===== config.mk =====
export PLATFORM = sky130hd
export DESIGN_NAME = mpx_hilo_unit
export DESIGN_NICKNAME = d
export VERILOG_FILES = /design/src/rtl/mpx_hilo_unit_pkg.sv /design/src/rtl/mpx_hilo_unit_timeout.sv /design/src/rtl/mpx_hilo_unit.sv
export SDC_FILE = /design/constraint.sdc
export NUM_CORES = 1
export LEC_CHECK = 0
export BUFFER_PORTS_ARGS = -buffer_cell sky130_fd_sc_hd__buf_4
export CAP_MARGIN = 30
export CORE_MARGIN = 5
export CORE_UTILIZATION = 46
export DETAILED_ROUTE_END_ITERATION = 6
export PLACE_DENSITY = 0.81
export SLEW_MARGIN = 20
export SYNTH_ARGS = -nofsm -noshare
export SYNTH_HDL_FRONTEND = slang
export SYNTH_HIERARCHICAL = 1
export SYNTH_SLANG_ARGS = --single-unit

===== constraint.sdc =====
create_clock -name clk_i -period 3.8 [get_ports clk_i]
set_clock_uncertainty 0.2 [all_clocks]
set_input_delay 0.19 -clock clk_i [delete_from_list [all_inputs] [get_ports clk_i]]
set_output_delay 0.19 -clock clk_i [all_outputs]
set_load 0.05 [all_outputs]

===== src/rtl/mpx_hilo_unit_pkg.sv =====
// Shared definitions for the HI/LO unit.
// Holds the MIPS opcode/function constants, the instruction field ranges,
// the HI/LO FSM state encoding, and the decode helper that sorts an
// instruction into the classes the unit cares about.
package mpx_hilo_unit_pkg;

  // Primary opcode and SPECIAL function codes
  localparam logic [5:0] INSTR_R_SPECIAL = 6'h00;
  localparam logic [5:0] INSTR_R_MFHI    = 6'h10;
  localparam logic [5:0] INSTR_R_MTHI    = 6'h11;
  localparam logic [5:0] INSTR_R_MFLO    = 6'h12;
  localparam logic [5:0] INSTR_R_MTLO    = 6'h13;
  localparam logic [5:0] INSTR_R_MULT    = 6'h18;
  localparam logic [5:0] INSTR_R_MULTU   = 6'h19;
  localparam logic [5:0] INSTR_R_DIV     = 6'h1a;
  localparam logic [5:0] INSTR_R_DIVU    = 6'h1b;

  // Instruction field ranges
  localparam int OPCODE_INST_R_MSB = 31;
  localparam int OPCODE_INST_R_LSB = 26;
  localparam int OPCODE_FUNC_R_MSB = 5;
  localparam int OPCODE_FUNC_R_LSB = 0;

  typedef enum logic [1:0] {
    HILO_STATE_IDLE     = 2'd0,
    HILO_STATE_MUL_PEND = 2'd1,
    HILO_STATE_DIV_PEND = 2'd2
  } hilo_state_e;

  typedef enum logic [1:0] {
    HILO_CLASS_OTHER = 2'd0,
    HILO_CLASS_START = 2'd1,
    HILO_CLASS_MF    = 2'd2,
    HILO_CLASS_MT    = 2'd3
  } hilo_class_e;

  function automatic hilo_class_e hilo_decode(input logic [5:0] inst_r,
                                              input logic [5:0] func_r);
    hilo_decode = HILO_CLASS_OTHER;
    if (inst_r == INSTR_R_SPECIAL) begin
      case (func_r)
        INSTR_R_MULT, INSTR_R_MULTU,
        INSTR_R_DIV,  INSTR_R_DIVU:  hilo_decode = HILO_CLASS_START;
        INSTR_R_MFHI, INSTR_R_MFLO:  hilo_decode = HILO_CLASS_MF;
        INSTR_R_MTHI, INSTR_R_MTLO:  hilo_decode = HILO_CLASS_MT;
        default:                     hilo_decode = HILO_CLASS_OTHER;
      endcase
    end
  endfunction

endpackage


===== src/rtl/mpx_hilo_unit_timeout.sv =====
// Pending-cycle watchdog for the HI/LO unit.
// Counts cycles while enabled; clear forces the count to zero.
// expire_o is high during the cycle in which the count has reached
// TIMEOUT_CYCLES-1, so the owner can abort on that edge.
//   clk_i, rst_i : clock, async active-high reset
//   clear_i      : hold count at zero (has priority over enable_i)
//   enable_i     : advance count by one per cycle
//   expire_o     : terminal count reached while enabled
module mpx_hilo_unit_timeout #(
  parameter int TIMEOUT_CYCLES = 64,
  parameter int TIMER_W        = 7
) (
  input  logic clk_i,
  input  logic rst_i,
  input  logic clear_i,
  input  logic enable_i,
  output logic expire_o
);

  localparam logic [TIMER_W-1:0] LAST_COUNT = TIMER_W'(TIMEOUT_CYCLES - 1);

  logic [TIMER_W-1:0] count_q;
  logic [TIMER_W-1:0] count_d;

  always_comb begin
    count_d = count_q;
    if (clear_i) begin
      count_d = '0;
    end else if (enable_i) begin
      count_d = count_q + TIMER_W'(1);
    end
  end

  always_ff @(posedge clk_i or posedge rst_i) begin
    if (rst_i) begin
      count_q <= '0;
    end else begin
      count_q <= count_d;
    end
  end

  assign expire_o = enable_i && !clear_i && (count_q == LAST_COUNT);

endmodule


===== src/rtl/mpx_hilo_unit.sv =====
// Architectural HI/LO register owner for the MPX core.
// Serves MFHI/MFLO/MTHI/MTLO, absorbs multiplier/divider writebacks, and
// stalls issue of HI/LO-touching instructions while a MULT/MULTU/DIV/DIVU
// result is outstanding. A result that never arrives is aborted after
// TIMEOUT_CYCLES and latched in the sticky error_o flag.
//   opcode_*       : issue-stage instruction, accept_o=0 stalls it
//   mul_/div_*     : result strobes with HI/LO payloads
//   writeback_*    : GPR write for MFHI/MFLO (1-cycle valid pulse)
//   hi_o, lo_o     : current HI/LO
//   busy_o         : mul/div result pending
//   error_o        : sticky timeout flag
//
// state    | meaning
// ---------+-----------------------------------------------------------
// IDLE     | nothing outstanding, all HI/LO instructions accepted
// MUL_PEND | MULT/MULTU issued, waiting for a result strobe
// DIV_PEND | DIV/DIVU issued, waiting for a result strobe
module mpx_hilo_unit
  import mpx_hilo_unit_pkg::*;
#(
  parameter int TIMEOUT_CYCLES = 64,
  parameter int TIMER_W        = 7
) (
  input  logic        clk_i,
  input  logic        rst_i,
  input  logic        opcode_valid_i,
  input  logic [31:0] opcode_opcode_i,
  input  logic [4:0]  opcode_rd_idx_i,
  input  logic [31:0] opcode_rs_operand_i,
  output logic        opcode_accept_o,
  input  logic        mul_writeback_valid_i,
  input  logic [31:0] mul_writeback_hi_i,
  input  logic [31:0] mul_writeback_lo_i,
  input  logic        div_writeback_valid_i,
  input  logic [31:0] div_writeback_hi_i,
  input  logic [31:0] div_writeback_lo_i,
  output logic        writeback_valid_o,
  output logic [4:0]  writeback_idx_o,
  output logic [31:0] writeback_value_o,
  output logic [31:0] hi_o,
  output logic [31:0] lo_o,
  output logic        busy_o,
  output logic        error_o
);

  hilo_state_e state_q, state_d;
  logic [31:0] hi_q, hi_d;
  logic [31:0] lo_q, lo_d;
  logic        error_q, error_d;
  logic        wb_valid_q, wb_valid_d;
  logic [4:0]  wb_idx_q, wb_idx_d;
  logic [31:0] wb_value_q, wb_value_d;

  logic [5:0]  inst_r;
  logic [5:0]  func_r;
  hilo_class_e op_class;
  logic        pending;
  logic        fire;
  logic        any_strobe;
  logic        timer_clear;
  logic        timer_enable;
  logic        timer_expire;

  // rs/rt/rd/shamt are not needed to classify HI/LO instructions
  logic unused_opcode_bits;
  assign unused_opcode_bits = ^opcode_opcode_i[OPCODE_INST_R_LSB-1:OPCODE_FUNC_R_MSB+1];

  assign inst_r     = opcode_opcode_i[OPCODE_INST_R_MSB:OPCODE_INST_R_LSB];
  assign func_r     = opcode_opcode_i[OPCODE_FUNC_R_MSB:OPCODE_FUNC_R_LSB];
  assign op_class   = hilo_decode(inst_r, func_r);
  assign pending    = (state_q != HILO_STATE_IDLE);
  assign any_strobe = mul_writeback_valid_i || div_writeback_valid_i;

  // Unrelated instructions keep flowing while a result is outstanding
  assign opcode_accept_o = !(pending && opcode_valid_i && (op_class != HILO_CLASS_OTHER));
  assign fire            = opcode_valid_i && opcode_accept_o;

  // Counter sits at zero throughout IDLE, so it starts from zero on entry
  assign timer_clear  = !pending;
  assign timer_enable = pending;

  mpx_hilo_unit_timeout #(
    .TIMEOUT_CYCLES(TIMEOUT_CYCLES),
    .TIMER_W       (TIMER_W)
  ) u_timeout (
    .clk_i   (clk_i),
    .rst_i   (rst_i),
    .clear_i (timer_clear),
    .enable_i(timer_enable),
    .expire_o(timer_expire)
  );

  always_comb begin
    state_d    = state_q;
    hi_d       = hi_q;
    lo_d       = lo_q;
    error_d    = error_q;
    wb_valid_d = 1'b0;
    wb_idx_d   = wb_idx_q;
    wb_value_d = wb_value_q;

    // A result always lands, even with nothing pending (e.g. after a
    // flush); the divider wins if both units strobe together.
    if (div_writeback_valid_i) begin
      hi_d = div_writeback_hi_i;
      lo_d = div_writeback_lo_i;
    end else if (mul_writeback_valid_i) begin
      hi_d = mul_writeback_hi_i;
      lo_d = mul_writeback_lo_i;
    end

    case (state_q)
      HILO_STATE_IDLE: begin
        if (fire && (op_class == HILO_CLASS_START)) begin
          state_d = (func_r == INSTR_R_DIV || func_r == INSTR_R_DIVU) ?
                    HILO_STATE_DIV_PEND : HILO_STATE_MUL_PEND;
        end
      end
      HILO_STATE_MUL_PEND,
      HILO_STATE_DIV_PEND: begin
        // Either unit's strobe retires the pending op
        if (any_strobe) begin
          state_d = HILO_STATE_IDLE;
        end else if (timer_expire) begin
          state_d = HILO_STATE_IDLE;
          error_d = 1'b1;
        end
      end
      default: state_d = HILO_STATE_IDLE;
    endcase

    // MT can only fire in IDLE; being younger than any stray result
    // arriving in the same cycle, it overrides that half.
    if (fire && (op_class == HILO_CLASS_MT)) begin
      if (func_r == INSTR_R_MTHI) begin
        hi_d = opcode_rs_operand_i;
      end else begin
        lo_d = opcode_rs_operand_i;
      end
    end

    // MF reads the registered value: no bypass from the strobe inputs
    if (fire && (op_class == HILO_CLASS_MF)) begin
      wb_valid_d = 1'b1;
      wb_idx_d   = opcode_rd_idx_i;
      wb_value_d = (func_r == INSTR_R_MFHI) ? hi_q : lo_q;
    end
  end

  always_ff @(posedge clk_i or posedge rst_i) begin
    if (rst_i) begin
      state_q    <= HILO_STATE_IDLE;
      hi_q       <= '0;
      lo_q       <= '0;
      error_q    <= 1'b0;
      wb_valid_q <= 1'b0;
      wb_idx_q   <= '0;
      wb_value_q <= '0;
    end else begin
      state_q    <= state_d;
      hi_q       <= hi_d;
      lo_q       <= lo_d;
      error_q    <= error_d;
      wb_valid_q <= wb_valid_d;
      wb_idx_q   <= wb_idx_d;
      wb_value_q <= wb_value_d;
    end
  end

  assign hi_o              = hi_q;
  assign lo_o              = lo_q;
  assign busy_o            = pending;
  assign error_o           = error_q;
  assign writeback_valid_o = wb_valid_q;
  assign writeback_idx_o   = wb_idx_q;
  assign writeback_value_o = wb_value_q;

endmodule


==> summary by stage, run 1 <==
Outcome
The run finished with clean final reports.

Route
The routed length on met2 is slightly above 10000 µm. In the final routing, the length of wire on met1 measures roughly 7200 µm. The total wire length after detailed routing is 19400 µm. In this run, the number of DRC markers left after iteration 0 of detailed routing was roughly 270.

Routed signal wires occupy layers up through met4. The total via count after detailed routing is 5599. The wire length per cell after detailed routing is 18.4 µm. For this run, design rule violations remaining after detail routing come to 0.

In this run the remaining antenna-violating nets after routing total 0. The first TritonRoute pass finished after 5 iterations. After detailed routing, the number of vias per cell comes to 5.31. The routed design uses 1480 µm of met3 wire.

Finish
At the end of the flow, the number of nets in the layout was 1080. Counting the fill cells in the layout gives 905. Cells with a size suffix above 1 make up between 50% and 60% of the layout.

The number of inserted diodes is 0. Compared with the post-synthesis result, the final layout area differs by 55.4%.

Logic synthesis
The mean area per synthesized cell is 11.5 µm². The most used flip-flop cell after synthesis is dfrtp_1. In the post-synthesis netlist, the cell with the most instances is mux2_2. Synthesis inferred between 100 and 150 register bits. The portion of synthesized cell area occupied by the leading cell type is 46.0%. The synthesized design contains 0 enable-type register cells. For this run, the number of Yosys warnings is 6. The cell area after synthesis is 6090 µm². The dominant cell type by area after synthesis is dfrtp_1.

Summing the sequential cell areas from Yosys gives 46.0% of the chip area. Counting every net in the synthesized netlist gives 733. For this run, asynchronously set or reset flops after synthesis account for 100%. Ranked by total cell area, the synthesized netlist is headed by dfrtp_1 46%, mux2_2 24%, mux2i_1 11%. By count the netlist is led by 128 x mux2_2, 112 x dfrtp_1, 69 x nand2_1, 66 x o21ai_0, 65 x mux2i_1. The cell count after synthesis came out at ~530. The post-synthesis cell type count is 34.

Critical path
The reg-to-reg setup timing slack is 0.48 ns. In this run the critical register-to-register path is captured at lo_o[22]. The category of the critical setup timing path is flop to flop. The data required time of the critical path is 3.82 ns. Of all nets on the critical path, the largest fanout is 17. The worst register-to-register path has a depth of 8.

The worst setup path is captured at a flop. The largest stage delay on the critical path is 0.57 ns. Walking the worst path, the cells encountered are inv_1 -> ha_1 -> nor2b_1 -> nand4_1 -> nor2_4 -> buf_12 -> mux2_2 -> dlygate4sd3_1. The startpoint identified for the worst register-to-register timing path is state_q[0]. The element type at the critical path start is a flop. The largest individual stage delay along the critical path comes from the cell dlygate4sd3_1. The arrival time of the worst setup path is 3.34 ns.

Hold path
The worst hold path passes through 4 cells. In this run the most critical hold path is launched from div_writeback_hi_i[15]. The terminating pin of the worst hold path is hi_o[15]. The class of the most critical hold timing path is input pin to flop.

Clock network
The H-tree was split into 3 levels. After clock tree synthesis, the clock-pin slew on the worst setup and hold paths is 0.07 ns. The number of clock sinks seen by CTS is 112. The number of post-CTS setup repair buffers is 0. The clock latency on the worst-skew pair is around 0.34 ns. The deepest clock path buffer count is 2. The clock root buffer is clkbuf_16. TritonCTS built the clock tree. Clock tree synthesis inserted a total of 9 buffers.

Timing
After layout, the worst path uses between 80% and 90% of the clock period. In this run the tightest slew margin relative to its limit is a little under three fifths. Adding up every negative setup slack in the final design gives 0 ns. Setup repair after global routing left no endpoint under its margin. Based on the critical path, the design can be clocked at up to 301 MHz. The transition time of the tightest slew-check pin is about 0.64 ns.

The final number of max-transition violations came to 0. Setup violations remaining at the end of the flow were counted as 0. The tightest hold path in the finished design has a slack of 0.0142 ns. The time the worst path needs with I/O delays and setup is 3.32 ns.

The count of final hold-check violations is 0.

Power
The power density of the placed cells is between 300 and 400 nW/µm². The leakage power is about 4.7 nW. Across the VDD grid, the largest voltage drop is 0.259 mV.

Placed design
Buffers placed on the I/O ports in this run total about 290. At the end of routability-driven placement, the weighted congestion stood at between 0.8 and 0.9. Summed over all nets, the half-perimeter wirelength after detailed placement is 13600 µm.

Floorplan
For this configuration, the core starts out at a cell density of between 40% and 50%. The number of core rows is 42. The floorplan step set the die width to 125 µm. The die covers 15600 µm². Pin placement for this block handled 307 I/O pins. The vertical die dimension is about 130 µm. The placeable core area is 13100 µm².

Global routing
The first global-routing pass estimated about 31000 µm of wire. The initial antenna violation count is 0. The global-route congestion overflow total is 0.

The number of global-route vias before repair is 6261. The pin count of the biggest net entering global routing is 119. Global routing consumed, over all layers together, ~24% of the routing resources.

Flow run
The count of maximum capacitance violations is 0.
-- metal layers --
metal,up-vias,GRT usage [%]
met5,-,0
met1,2708,26.7
li1,2581,-
met2,262,44.2
met3,48,6.61
met4,0,10.6
-- final cells by class --
| class | instances | area (µm²) | share of cell area [%] |
|---|---|---|---|
| multi-input combinational | 376 | 3080 | 32.6 |
| clock buffer | 14 | 274 | 2.90 |
| timing repair buffer | 371 | 3060 | 32.3 |
| tap | 176 | 220 | 2.33 |
| sequential | 112 | 2800 | 29.6 |
| inverter | 6 | 25.0 | 0.264 |
-- per-stage QoR --
step	setup WS (ns)	cells	util [%]	total power [mW]	area (µm²)
2_1_floorplan	0.649	529	-	1.80	6090
3_3_place_gp	1.22	961	63.4	2.11	8330
3_5_place_dp	1.12	963	63.8	2.14	8380
4_1_cts	0.571	1053	71.7	3.12	9420
5_1_grt	0.417	1055	72.0	3.23	9460
6_report	0.483	1055	72.0	3.10	9460
-- cells by family after synthesis --
family	after synthesis	synth area share, %
AOI/OAI and AO/OA	73	6.31
xor gates and xnor gates	4	0.575
adders and majority gates	2	0.411
buffers and inverters	41	3.66
DFF	112	46.0
muxes	198	35.3
and+or+nand+nor	99	7.76
-- state kept, by name (all words and copies together) (netlist names) --
register	flops
state_q	2
writeback_value_o	32
lo_o	32
error_o	1
writeback_valid_o	1
u_timeout/count_q	7
writeback_idx_o	5
hi_o	32
-- cell usage in the layout, fill, tap and decap left out --
cell | synthesis | routed
nor3b_2 | 2 | 2
a21oi_1 | 2 | 2
nand2_1 | 69 | 69
or3_1 | 2 | 2
and4bb_2 | 0 | 1
mux2_2 | 128 | 128
inv_4 | 0 | 1
buf_4 | 4 | 290
nand4_2 | 1 | 1
mux2i_1 | 65 | 65
dfrtp_1 | 112 | 112
nand4_1 | 4 | 4
nor4_1 | 1 | 1
nor3_1 | 2 | 2
a21o_1 | 1 | 1
dlygate4sd3_1 | 0 | 76
clkbuf_1 | 15 | 2
xor2_1 | 3 | 3
inv_1 | 6 | 5
ha_1 | 2 | 2
nor2_1 | 10 | 8
buf_16 | 0 | 3
nand3_1 | 1 | 1
a31o_2 | 2 | 2
nand4b_1 | 1 | 1
nor2_4 | 0 | 2
and4_1 | 1 | 1
clkbuf_8 | 0 | 3
nor2b_1 | 2 | 2
nor3_4 | 1 | 1
clkbuf_16 | 0 | 9
xnor2_1 | 1 | 1
mux2_1 | 5 | 5
buf_12 | 0 | 2
a32o_1 | 1 | 1
a22o_1 | 1 | 1
nor4_4 | 1 | 1
o21ai_0 | 66 | 66
-- how the worst max path moves through the flow --
stage	from	end	slack [ns]
finish	state_q[0]	lo_o[22]	0.48
global route	state_q[0]	lo_o[22]	0.42
CTS	state_q[0]	lo_o[29]	0.57
detailed placement	state_q[0]	lo_o[27]	1.12
global placement	state_q[0]	lo_o[0]	1.22
floorplan	rst_i	error_o	0.65
-- worst max-delay path: cells and delay by family (launching register included) --
kind / cells / cell delay [ns]
flops: 1 / 0.40
simple gates: 3 / 0.91
fa+ha+maj: 1 / 0.42
buf+inv: 3 / 0.89
mux: 1 / 0.35
-- power breakdown --
| part | switching (mW) | internal, mW |
|---|---|---|
| registers | 0.0618 | 1.26 |
| logic | 0.472 | 0.414 |
| clock network | 0.405 | 0.493 |
-- timing repair --
| item | in CTS | in global routing |
|---|---|---|
| endpoints found under the hold margin | 112 | 0 |
| resized for setup | 0 | 0 |
| hold buffers | 76 | 0 |
Power figures use the tool's default switching activity.
==> run 2: changes to the inputs <==
--- a/config.mk
+++ b/config.mk
@@ -5,7 +5,7 @@
 export SDC_FILE = /design/constraint.sdc
 export NUM_CORES = 1
 export LEC_CHECK = 0
-export BUFFER_PORTS_ARGS = -buffer_cell sky130_fd_sc_hd__buf_4
+export BUFFER_PORTS_ARGS = -buffer_cell sky130_fd_sc_hd__buf_2
 export CAP_MARGIN = 30
 export CORE_MARGIN = 5
 export CORE_UTILIZATION = 46
==> summary by stage, run 2 (same netlist as run 1, synthesis figures left out) <==
Critical path
The category of the critical setup timing path is flop to flop. For this design, the slowest cell found on the critical path is dlygate4sd3_1. The worst register-to-register path begins at state_q[0]. The number of buffers and inverters on the critical path is 3 (unchanged).

STA classifies the critical path startpoint as a flop. The number of cells on the worst reg-to-reg path is 8 (unchanged). The data required time of the critical path was 3.81 ns (about the same). The endpoint identified for the worst register-to-register timing path is lo_o[16]. The arrival time of the worst setup path is 3.19 ns (-0.15 ns). Among cell families on the critical path, the largest total delay comes from buffers and inverters. The largest stage delay on the critical path is 0.55 ns (-0.02 ns).

The worst setup path is captured at a flop. The critical path goes through inv_1 -> ha_1 -> nor2b_1 -> nand4_1 -> nor2_4 -> buf_12 -> mux2_2 -> dlygate4sd3_1. The top fanout value on the critical path is 17 (unchanged). The timing startpoint of the critical path is state_q[0]. The reg-to-reg setup timing slack came to 0.62 ns (+0.14 ns).

Route
The total via count after detailed routing was 5490 (-1.9%). The total wire length after detailed routing is 18200 µm (-6.1%). The number of search-and-repair iterations in the first detailed-routing pass is 4 (-1). The number of DRC violations after detailed routing came to 0 (unchanged).

The per-cell via count in the routed design is 5.20 (-2.0%). The wire length per cell after detailed routing was 17.3 µm (-6.2%). The first-iteration detailed-routing DRC count was 308 (+13%). The remaining antenna violation count after routing is 0 (unchanged).

Timing
The final period utilization is 83.7% (-3.6 points). The count of final hold-check violations is 0 (unchanged). The post-route setup TNS is 0 ns (unchanged). The worst hold margin is 0.000844 ns (-0.0134 ns). The count of final setup violators is 0 (unchanged).

The setup slack of the critical path after layout was 0.619 ns (+0.136 ns). The time the worst path needs with I/O delays and setup came to 3.18 ns (-0.136 ns). The transition time of the tightest slew-check pin is 0.677 ns (+0.0351 ns). The final number of max-transition violations is 0 (unchanged). The maximum operating frequency came to 314 MHz (+4.3%). Setup repair after global routing left no endpoint under its margin. The worst max-slew margin expressed relative to the limit is 54.9% (-2.2 points).

Floorplan
The initial cell density of the core is 46.4% (unchanged). The overall die area is 15600 µm² (unchanged). The chip width is 125 µm (unchanged). The number of core rows is 42 (unchanged).

The vertical die dimension was 125 µm (unchanged). The number of I/O pins was 307 (unchanged). The placeable core area is 13100 µm² (unchanged).

Flow run
The count of maximum capacitance violations is 0 (unchanged).

Clock network
The H-tree depth is 3 (unchanged). The clock latency on the worst-skew pair was 0.34 ns (about the same). The tree is rooted in a clkbuf_16. The number of post-CTS setup repair buffers is 0 (unchanged).

The clock tree from TritonCTS is yes. The number of clock sinks seen by CTS is 112 (unchanged). The clock transition time at the flip-flop clock pins of the worst setup and hold paths is 0.07 ns (about the same). The CTS buffer count is 9 (unchanged).

The deepest clock path buffer count is 2 (unchanged).

Finish
The fraction of the core area covered by cells at the end of the flow is 66.5% (-5.6 points). The final instance count without filler cells is 1056 (+0.095%). The area growth from synthesis to layout is 43.3%. The share of layout cells above drive strength 1 is 51.1% (+0.40 points). In the layout the commonest cells are 284 x buf_2, 128 x mux2_2, 112 x dfrtp_1, 73 x dlygate4sd3_1, 69 x nand2_1. The final layout net count is 1079 (-0.093%). The number of inserted diodes is 0 (unchanged). Leaving out fill and tap cells, the most frequent cell in the layout is buf_2.

Placed design
The count of port buffers added during placement came to 286 (unchanged). The setup slack after placement is 1.13 ns (+0.0119 ns). The routability-driven placement congestion ratio is 0.862 (-0.75%). The total instance count after detailed placement is 966 (+0.31%).

The final HPWL from detailed placement is 12700 µm (-6.5%).

Global routing
The first-pass GRT wire length is 29200 µm (-5.9%). The number of global-route vias before repair is 5925 (-5.4%). The overall fraction of global-route tracks in use is 22.8% (-1.6 points). The initial antenna violation count is 0 (unchanged). The global-route congestion overflow total was 0 (unchanged). The pin count of the biggest net entering global routing is 78 (-34%).

Hold path
The worst hold path terminates at hi_o[7]. The worst hold path begins at div_writeback_hi_i[7]. The class of the most critical hold timing path is input pin to flop. The number of instances on the worst hold path is 4 (unchanged).

Outcome
The run finished with clean final reports.

Power
The leakage power is 4.49 nW (-4.5%). The power density of the placed cells is 342 nW/µm² (+4.1%). The largest voltage drop on the vdd net is 0.207 mV (-20%).
## run 2: layout make-up
| type | count | area [µm²] |
|---|---|---|
| Fill cell | 1025 | 4410 |
| Multi-Input combinational cell | 376 | 3080 |
| Sequential cell | 112 | 2800 |
| Timing Repair Buffer | 370 | 2330 |
| Clock buffer | 12 | 246 |
| Tap cell | 176 | 220 |
| Clock inverter | 4 | 28.8 |
| Inverter | 6 | 25.0 |
## run 2: worst max-delay path by stage
| stage | end | depth (start not counted) |
|---|---|---|
| 2_1_floorplan | error_o | 1 |
| 3_3_place_gp | writeback_value_o[14] | 7 |
| 3_5_place_dp | lo_o[11] | 7 |
| 4_1_cts | lo_o[16] | 8 |
| 5_1_grt | lo_o[12] | 8 |
| 6_report | lo_o[16] | 8 |
## run 2: timing repair
| action | CTS | global route |
|---|---|---|
| hold buffers | 73 | 0 |
| endpoints found under the hold margin | 152 | 0 |
| resized for setup | 0 | 0 |
## run 2: report_power, final
group	internal [mW]	total, mW	switching [mW]
registers	1.26	1.31	0.0554
clock network	0.465	0.883	0.418
logic	0.322	0.785	0.463
total	2.05	2.98	0.936
## run 2: through the flow
step | total power [mW] | area (µm²)
after floorplan | 1.80 | 6090
after global placement | 2.02 | 7650
after detailed placement | 2.04 | 7700
after CTS | 2.99 | 8710
after global routing | 3.11 | 8730
final | 2.98 | 8730
## run 2: metal layers
layer  GRT usage, %  up-vias  share of wire (%)
met2           41.8      215                 53
met3           6.18       35                7.2
met1           25.4     2664                 37
li1               -     2576                  -
met5              0        -                  0
met4           7.78        0                2.6
## run 2: tightest hold or removal path, stage by stage
cell,delay (ns)
buf_2,0.08
nand2_1,0.04
o21ai_0,0.06
mux2_2,0.15
==> run 3: changes to the inputs <==
--- a/config.mk
+++ b/config.mk
@@ -8,9 +8,9 @@
 export BUFFER_PORTS_ARGS = -buffer_cell sky130_fd_sc_hd__buf_2
 export CAP_MARGIN = 30
 export CORE_MARGIN = 5
-export CORE_UTILIZATION = 46
+export CORE_UTILIZATION = 42
 export DETAILED_ROUTE_END_ITERATION = 6
-export PLACE_DENSITY = 0.81
+export PLACE_DENSITY = 0.78
 export SLEW_MARGIN = 20
 export SYNTH_ARGS = -nofsm -noshare
 export SYNTH_HDL_FRONTEND = slang
==> constraint.sdc (replaced) <==
create_clock -name clk_i -period 2.9 [get_ports clk_i]
set_clock_uncertainty 0.2 [all_clocks]
set_input_delay 0.145 -clock clk_i [delete_from_list [all_inputs] [get_ports clk_i]]
set_output_delay 0.145 -clock clk_i [all_outputs]
set_load 0.05 [all_outputs]
==> summary by stage, run 3 (same netlist as run 1, synthesis figures left out) <==
Clock network
The clock tree from TritonCTS is yes. The H-tree depth came to 3 (unchanged). The deepest clock path buffer count is 2 (unchanged). The clock transition time at the flip-flop clock pins of the worst setup and hold paths came to 0.07 ns (about the same). The clock root buffer is clkbuf_16. The CTS buffer count was 9 (unchanged). The number of post-CTS setup repair buffers is 0 (unchanged).

The number of clock sinks seen by CTS is 112 (unchanged). The clock latency on the worst-skew pair is 0.34 ns (about the same).

Flow run
The count of maximum capacitance violations is 0 (unchanged).

Route
The number of DRC violations after detailed routing is 0 (unchanged). The per-cell via count in the routed design is 5.10 (-2.0%). The total wire length after detailed routing is 19100 µm (+4.7%). The first-iteration detailed-routing DRC count came to 198 (-36%).

The wire length per cell after detailed routing is 17.4 µm (+0.88%). The number of search-and-repair iterations in the first detailed-routing pass is 4 (unchanged). The remaining antenna violation count after routing came to 0 (unchanged).

The total via count after detailed routing is 5585 (+1.7%).

Critical path
The arrival time of the worst setup path came to 2.82 ns (-0.37 ns). The number of cells on the worst reg-to-reg path is 8 (unchanged). The top fanout value on the critical path is 13 (-4). The data required time of the critical path is 2.92 ns (-0.89 ns). The kind of capture point of the worst setup path is a flop. The element type at the critical path start is an input pin. The critical path in this run is classified as input pin to flop.

Placed design
The routability-driven placement congestion ratio is 0.792 (-8.1%). The cell area after placement is 7720 µm² (+0.15%). The count of port buffers added during placement was 286 (unchanged).

The final HPWL from detailed placement is 12900 µm (+1.7%). The total instance count after detailed placement is 976 (+1.0%). The setup slack after placement is 0.416 ns (-0.711 ns).

Outcome
The run finished with clean final reports.

Timing
The worst max-slew margin expressed relative to the limit came to 57.7% (+2.8 points). Static timing analysis puts the maximum clock frequency at ~360 MHz. The setup slack of the critical path after layout came to 0.103 ns (-0.516 ns). The transition time of the tightest slew-check pin is 0.634 ns (-0.0432 ns). Setup repair after global routing left no endpoint under its margin. The post-route setup TNS came to 0 ns (unchanged). The final number of max-transition violations came to 0 (unchanged). The time the worst path needs with I/O delays and setup is 2.80 ns. The worst hold margin is 0.0237 ns (+0.0229 ns). The count of final hold-check violations is 0 (unchanged).

The count of final setup violators came to 0 (unchanged). The final critical path takes up between 90 and 100% of the cycle.

Global routing
The first-pass GRT wire length is 29300 µm (+0.45%). The overall fraction of global-route tracks in use is 21.9% (-0.89 points). The initial antenna violation count was 0 (unchanged). The global-route congestion overflow total is 0 (unchanged). The pin count of the biggest net entering global routing was 106 (+36%). The number of global-route vias before repair is 5923 (-0.034%).

Finish
The final instance count without filler cells is 1096 (+3.8%). The area taken by flip-flops and latches came to 2800 µm² (unchanged). The multi-input combinational cell area is 3090 µm² (+0.41%). The fraction of the core area covered by cells at the end of the flow was 63.4% (-3.1 points).

The summed area of non-filler cells in the final layout is 9110 µm² (+4.3%). The top cell types in the final layout, fill and taps aside, are 284 x buf_2, 128 x mux2_2, 112 x dfrtp_1, 104 x dlygate4sd3_1, 69 x nand2_1. The final layout net count was 1111 (+3.0%). The share of layout cells above drive strength 1 is 49.7% (-1.5 points). The layout overhead on the synthesized area is 49.6%. The commonest non-fill, non-tap cell in the layout is buf_2. The number of filler instances in the final layout was 1114 (+8.7%). The number of inserted diodes was 0 (unchanged).

Hold path
The class of the most critical hold timing path is input pin to flop. The number of instances on the worst hold path was 4 (unchanged).

Floorplan
The vertical die dimension is 130 µm (+4.3%). The number of I/O pins is 307 (unchanged). The chip width is 130 µm (+4.3%). The number of core rows is 44 (+4.8%). The initial cell density of the core was 42.4% (-4.0 points). The overall die area came to 17000 µm² (+8.7%). The placeable core area is 14400 µm² (+9.4%).

Power
The leakage power is 4.65 nW (+3.6%). The largest voltage drop on the vdd net is 0.405 mV (+96%). The power density of the placed cells is 456 nW/µm² (+33%). The total power is 4.15 mW (+39%).
run 3: worst paths after layout:
kind	from	to	slack, ns
hold / removal	mul_writeback_lo_i[8]	lo_o[8]	0.02
setup reg to reg	state_q[1]	lo_o[20]	0.22
setup / recovery	opcode_opcode_i[31]	hi_o[11]	0.10
hold reg to reg	error_o	error_o	0.28
max in group asynchronous	rst_i	lo_o[4]	1.75
min in group asynchronous	rst_i	u_timeout/count_q[4]	0.10
run 3: metal layers:
metal / global-route usage [%] / vias up / wire (µm)
met5: 0 / - / 0
met4: 8.05 / 0 / 512
met3: 5.08 / 42 / 1340
met2: 40.0 / 232 / 9880
met1: 24.9 / 2667 / 7370
li1: - / 2644 / -
run 3: repair_timing:
item | 4_1_cts | 5_1_grt
setup endpoints to repair | 0 | 17
hold buffers | 104 | 0
resized for setup | 0 | 4
hold endpoints to repair | 183 | 0
run 3: power by group:
group | switching (mW) | internal [mW] | total, mW
Sequential | 0.0737 | 1.65 | 1.72
Clock | 0.552 | 0.807 | 1.36
Combinational | 0.616 | 0.455 | 1.07
run 3: final cells by class:
type,count,share of cell area [%]
clock buffers,12,2.82
clock inverters,4,0.838
inverters,6,0.288
multi-input cells,376,34.0
flip-flops and latches,112,30.8
well taps,184,2.53
repair buffers,402,28.8
run 3: worst max-delay path, stage by stage:
cell           delay (ns)
dlygate4sd3_1        0.53
buf_2                0.13
nor4_4               0.33
nand4b_1             0.22
nor3_4               0.24
buf_4                0.28
mux2_2               0.36
dlygate4sd3_1        0.56
